**config.mk**
```make
export PLATFORM = sky130hd
export DESIGN_NAME = clk_gate_ctrl
export DESIGN_NICKNAME = d
export VERILOG_FILES = /design/src/rtl/cg_pkg.sv /design/src/rtl/cg_domain_fsm.sv /design/src/rtl/clk_gate_ctrl.sv
export SDC_FILE = /design/constraint.sdc
export NUM_CORES = 1
export LEC_CHECK = 0
export CAP_MARGIN = 25
export CORE_MARGIN = 3
export CORE_UTILIZATION = 52
export DETAILED_ROUTE_END_ITERATION = 16
export GPL_TIMING_DRIVEN = 0
export MAX_ROUTING_LAYER = met4
export PLACE_DENSITY = 0.75
export SKIP_LAST_GASP = 1
export SLEW_MARGIN = 20
export SYNTH_ARGS = -nofsm -noshare
export SYNTH_HDL_FRONTEND = slang
export SYNTH_SLANG_ARGS = --single-unit
```
**constraint.sdc**
```tcl
create_clock -name c -period 2.35 [get_ports c]
set_clock_uncertainty 0.05 [all_clocks]
set_input_delay 0.235 -clock c [delete_from_list [all_inputs] [get_ports c]]
set_output_delay 0.235 -clock c [all_outputs]
set_load 0.01 [all_outputs]
```
**src/rtl/cg_pkg.sv**
```systemverilog
// Shared types and sizing helpers for the clock-gating controller.
// Imported by the per-domain FSM and the top-level scheduler.
package cg_pkg;

  typedef enum logic [1:0] {
    OFF  = 2'd0,
    WAKE = 2'd1,
    ON   = 2'd2,
    IDLE = 2'd3
  } cg_state_t;

  localparam int N_DOM_MIN = 1;
  localparam int N_DOM_MAX = 16;

  // Counter must hold the larger of the two reload values without wrapping.
  function automatic int cnt_width(input int wake_cycles, input int idle_cycles);
    int m;
    m = (wake_cycles > idle_cycles) ? wake_cycles : idle_cycles;
    return $clog2(m + 32'sd1);
  endfunction

endpackage

```
**src/rtl/cg_domain_fsm.sv**
```systemverilog
// One gated domain: OFF/WAKE/ON/IDLE state register with a shared wake/idle
// counter. Outputs are flops loaded from the next state, so en never glitches.
module cg_domain_fsm
  import cg_pkg::*;
#(
  parameter int WAKE_CYCLES = 2,
  parameter int IDLE_CYCLES = 8
) (
  input  logic c,
  input  logic rst,
  input  logic r,
  input  logic grant,
  output logic en,
  output logic ack,
  output logic is_off,
  output logic off_nxt
);

  localparam int CW = cnt_width(WAKE_CYCLES, IDLE_CYCLES);
  localparam logic [CW-1:0] CNT_ZERO  = {CW{1'b0}};
  localparam logic [CW-1:0] CNT_ONE   = CW'(32'd1);
  localparam logic [CW-1:0] WAKE_LOAD = CW'(WAKE_CYCLES - 32'sd1);
  localparam logic [CW-1:0] IDLE_LOAD = CW'(IDLE_CYCLES - 32'sd1);

  cg_state_t       state_r;
  cg_state_t       state_nxt_s;
  logic [CW-1:0]   cnt_r;
  logic [CW-1:0]   cnt_nxt_s;
  logic            en_r;
  logic            ack_r;
  logic            off_r;

  // Next-state and counter logic; a request in IDLE beats counter expiry.
  always_comb begin
    state_nxt_s = state_r;
    cnt_nxt_s   = cnt_r;
    case (state_r)
      OFF: begin
        if (r && grant) begin
          state_nxt_s = WAKE;
          cnt_nxt_s   = WAKE_LOAD;
        end else begin
          cnt_nxt_s   = CNT_ZERO;
        end
      end
      WAKE: begin
        if (cnt_r == CNT_ZERO) begin
          state_nxt_s = ON;
        end else begin
          cnt_nxt_s   = cnt_r - CNT_ONE;
        end
      end
      ON: begin
        if (!r) begin
          state_nxt_s = IDLE;
          cnt_nxt_s   = IDLE_LOAD;
        end else begin
          cnt_nxt_s   = CNT_ZERO;
        end
      end
      IDLE: begin
        if (r) begin
          state_nxt_s = ON;
          cnt_nxt_s   = CNT_ZERO;
        end else if (cnt_r == CNT_ZERO) begin
          state_nxt_s = OFF;
        end else begin
          cnt_nxt_s   = cnt_r - CNT_ONE;
        end
      end
      default: begin
        state_nxt_s = OFF;
        cnt_nxt_s   = CNT_ZERO;
      end
    endcase
  end

  // State, counter and decoded output registers.
  always_ff @(posedge c) begin
    if (rst) begin
      state_r <= OFF;
      cnt_r   <= CNT_ZERO;
      en_r    <= 1'b0;
      ack_r   <= 1'b0;
      off_r   <= 1'b1;
    end else begin
      state_r <= state_nxt_s;
      cnt_r   <= cnt_nxt_s;
      en_r    <= (state_nxt_s != OFF);
      ack_r   <= (state_nxt_s == ON) || (state_nxt_s == IDLE);
      off_r   <= (state_nxt_s == OFF);
    end
  end

  assign en      = en_r;
  assign ack     = ack_r;
  assign is_off  = off_r;
  assign off_nxt = (state_nxt_s == OFF);

endmodule

```
**src/rtl/clk_gate_ctrl.sv**
```systemverilog
// Clock-gating controller: per-domain FSMs plus a round-robin scheduler that
// admits at most one wake-up per cycle to bound supply inrush.
module clk_gate_ctrl
  import cg_pkg::*;
#(
  parameter int N_DOM       = 4,
  parameter int WAKE_CYCLES = 2,
  parameter int IDLE_CYCLES = 8
) (
  input  logic             c,
  input  logic             rst,
  input  logic [N_DOM-1:0] req,
  input  logic             force_on,
  output logic [N_DOM-1:0] en,
  output logic [N_DOM-1:0] ack,
  output logic             all_off
);

  localparam int PW = (N_DOM > 1) ? $clog2(N_DOM) : 1;

  if ((N_DOM < N_DOM_MIN) || (N_DOM > N_DOM_MAX) || (WAKE_CYCLES < 1) || (IDLE_CYCLES < 1)) begin : g_param_chk
    $error("clk_gate_ctrl: illegal parameter combination");
  end

  logic [N_DOM-1:0] r_s;
  logic [N_DOM-1:0] cand_s;
  logic [N_DOM-1:0] grant_s;
  logic [N_DOM-1:0] is_off_s;
  logic [N_DOM-1:0] off_nxt_s;
  logic             grant_any_s;
  logic [PW-1:0]    idx_s;
  logic [PW-1:0]    p_r;
  logic [PW-1:0]    p_nxt_s;
  logic             all_off_r;

  assign r_s    = req | {N_DOM{force_on}};
  assign cand_s = is_off_s & r_s;

  // Round-robin search from p; the first OFF domain with a request wins.
  always_comb begin
    grant_s     = {N_DOM{1'b0}};
    grant_any_s = 1'b0;
    idx_s       = {PW{1'b0}};
    p_nxt_s     = p_r;
    for (int k = 0; k < N_DOM; k++) begin
      idx_s = PW'((int'(p_r) + k) % N_DOM);
      if (!grant_any_s && cand_s[idx_s]) begin
        grant_s[idx_s] = 1'b1;
        grant_any_s    = 1'b1;
        p_nxt_s        = PW'((int'(idx_s) + 32'sd1) % N_DOM);
      end else begin
        grant_s = grant_s;
      end
    end
  end

  // Pointer and all_off registers; all_off follows the domains' next states.
  always_ff @(posedge c) begin
    if (rst) begin
      p_r       <= {PW{1'b0}};
      all_off_r <= 1'b1;
    end else begin
      p_r       <= p_nxt_s;
      all_off_r <= &off_nxt_s;
    end
  end

  for (genvar i = 0; i < N_DOM; i++) begin : g_dom
    cg_domain_fsm #(
      .WAKE_CYCLES (WAKE_CYCLES),
      .IDLE_CYCLES (IDLE_CYCLES)
    ) u_fsm (
      .c       (c),
      .rst     (rst),
      .r       (r_s[i]),
      .grant   (grant_s[i]),
      .en      (en[i]),
      .ack     (ack[i]),
      .is_off  (is_off_s[i]),
      .off_nxt (off_nxt_s[i])
    );
  end

  assign all_off = all_off_r;

endmodule

```
==> metrics <==
final net count=300; CP endpoint kind=register; pwr/cell area=1530 nW/um^2; worst-path fanout max=5; PortBufs=15; total congestion overflow=0; root buf cell=clkbuf_8; # DRC=0; dpl hpwl=roughly 3000 um; fin area=~2700 sq um; kind of critical path=reg -> reg; cts hold-fix bufs=0; fmax=443 MHz; Die Ht=between 70 and 80 um; Synth Cell Area=2130 sq um; status=completed; DR vias=roughly 1800; total clock sinks=38; min Tclk post-route=approximately 2.3 ns; Max-Cap Viols=0; P&R area growth vs syn=26.3%; FFs w/ async S/R, synth=0%; fill cell count=roughly 290; Worst slew margin=59.5%; post-synthesis register bit count=38; final core occ=a little under three quarters; Gate Count Post-Synth=between 200 and 250; Tot Pwr=~4.1 mW; die footprint=slightly below 5000 sq um; Detail Route Antenna Nets=0; syn avg cell area=~8.6 sq um; IO Count=16; post-synth top area cell=dfxtp_1; global-route wire length before repair=7240 um; CTS clk-pin slew, worst paths=0.07 ns; placed cell area=2350 sq um; Final setup viols=0; starting DRC count in detailed routing=110; min-delay worst type=in -> reg; Synth warnings=0; Synth top area share=between 30% and 40%; H-tree levels=2; Antenna diodes=0; DRT Wirelength=4480 um; FP Rows=22; DR WL/cell=approximately 14 um; number of global-route vias before repair=~1600; worst slew pin tran=0.607 ns; initial antenna violation count=0; number of vias per cell=about 5.6; number of synthesized flops with an enable pin=0; clk buf depth=2; die width=around 70 um; worst vdd ir=between 700 and 800 uV; Hold WS=~0.43 ns; pin count of the biggest net entering global routing=13; Leak Pwr=~1.2 nW; CTS tree=yes; routability congestion estimate=0.840; final period utilization=96.0%; Worst EP required=approximately 2.5 ns; core area=between 3000 and 4000 sq um; Synth area leaders=dfxtp_1 36%, ha_1 7.0%, a21oi_1 4.5%; DR pass1 iterations=4; ratio of cells with drive above 1 in the final layout=approximately 20%; Worst Path Arrival=~2.4 ns; Initial Util=56.2%; Hold Fails Final Rpt=0; dpl ws=-0.604 ns; CTS buffer count=5; Clock Latency Late Sink=0.29 ns; Post-synth top flop=dfxtp_1; Netlist cell types=44; post-synthesis sequential area ratio=roughly 36%; Slew Limit Fails=0; Syn Nets=~270; critical path startpoint category=register; GRT Total Usage=19.0%; post-route setup slack=roughly 0.093 ns
-- metrics by stage --
stage / std cells / setup TNS (ns)
finish: 330 / 0
global route: 330 / -0.00890
CTS: 327 / 0
detailed placement: 312 / -7.12
global placement: 312 / -6.85
floorplan: 249 / 0
-- placed cells by master (no fill, tap or decap), drive strengths merged, types with 4 or more instances in the layout --
cell type / instances
a21oi: 20
ha: 12
clkdlybuf4s50: 10
nor2: 21
inv: 22
o21a: 5
nor3b: 8
nor3: 12
mux2i: 5
buf: 19
a31oi: 4
a22o: 4
and3: 4
nand2: 13
nand3: 5
a21o: 7
o21ai: 20
clkbuf: 11
xnor2: 5
dfxtp: 38
-- cell usage after synthesis, types with 2 or more instances --
| cell | instances |
|---|---|
| mux2i_1 | 5 |
| nand2_1 | 12 |
| ha_1 | 12 |
| o211ai_1 | 2 |
| or3_1 | 2 |
| o21ai_0 | 19 |
| and2_1 | 2 |
| nor3_1 | 12 |
| dfxtp_1 | 38 |
| nand3_1 | 5 |
| a211oi_1 | 3 |
| o211a_1 | 2 |
| mux2_2 | 2 |
| a31oi_1 | 4 |
| nor2_1 | 21 |
| inv_1 | 21 |
| nor3b_1 | 8 |
| a21oi_1 | 19 |
| a22o_2 | 2 |
| nand2b_1 | 2 |
| a22o_1 | 2 |
| and3_1 | 4 |
| buf_4 | 9 |
| clkbuf_1 | 4 |
| o21a_1 | 5 |
| and4_1 | 3 |
| xnor2_1 | 5 |
| a21o_1 | 7 |
| mux4_2 | 2 |
-- metal layers --
metal / vias to the layer above / global-route usage (%) / wire length (um)
met1: 840 / 24.7 / 2150
met5: - / - / 0
met2: 37 / 28.4 / 2040
li1: 951 / - / -
met4: 0 / 7.23 / 68
met3: 7 / 4.89 / 216
-- cells by family after synthesis --
family / count (synthesis) / synth area share (%)
AO/OA/AOI/OAI: 74 / 23.7
XOR/XNOR: 5 / 2.05
adder cells (fa/ha/maj): 12 / 7.03
buffers and inverters: 35 / 7.85
flip-flops: 38 / 35.6
multiplexers: 9 / 5.51
AND/OR/NAND/NOR: 76 / 18.2
-- final timing paths --
kind / startpoint / slack (ns) / end / depth (start not counted)
setup / recovery: p_r[1]$_SDFFE_PP0P_ / 0.09 / all_off$_SDFF_PP1_ / 8
hold / removal: req[1] / 0.43 / g_dom[1].u_fsm.state_r[0]$_SDFF_PP0_ / 3
setup reg to reg: p_r[1]$_SDFFE_PP0P_ / 0.09 / all_off$_SDFF_PP1_ / 8
hold reg to reg: g_dom[2].u_fsm.state_r[0]$_SDFF_PP0_ / 0.50 / g_dom[2].u_fsm.cnt_r[1]$_SDFF_PP0_ / 1
-- state kept, by name, summed over array words and instances, names as in the netlist --
register / count
p_r: 2
g_dom.u_fsm.is_off: 4
g_dom.u_fsm.en: 4
all_off: 1
g_dom.u_fsm.cnt_r: 16
g_dom.u_fsm.ack: 3
g_dom.u_fsm.state_r: 8
-- report_power, final --
part / internal (mW) / switching [mW]
registers: 0.873 / 0.135
logic: 1.17 / 1.25
clock network: 0.453 / 0.230
-- final cells by class --
| class | instances | area, sq um | area share (%) |
|---|---|---|---|
| plain buffers | 13 | 82.6 | 3.06 |
| clock inverters | 2 | 60.1 | 2.23 |
| well taps | 48 | 60.1 | 2.23 |
| inverters | 22 | 92.6 | 3.43 |
| multi-input cells | 176 | 1320 | 49.0 |
| clock buffers | 6 | 82.6 | 3.06 |
| flip-flops and latches | 38 | 768 | 28.5 |
| repair buffers | 25 | 230 | 8.54 |
-- worst max-delay path, stage by stage, from the launching register on --
cell	delay [ns]
dfxtp_4	0.35
inv_2	0.12
ha_4	0.23
inv_4	0.06
mux4_2	0.38
o21a_4	0.19
a221oi_4	0.35
a21oi_4	0.12
o41ai_2	0.30
-- repair_timing --
item | 4_1_cts | 5_1_grt
setup endpoints to repair | 18 | 11
buffers inserted | 7 | 3
gates resized for setup | 17 | 19
pin swaps | 4 | 9
Power figures use the tool's default switching activity.
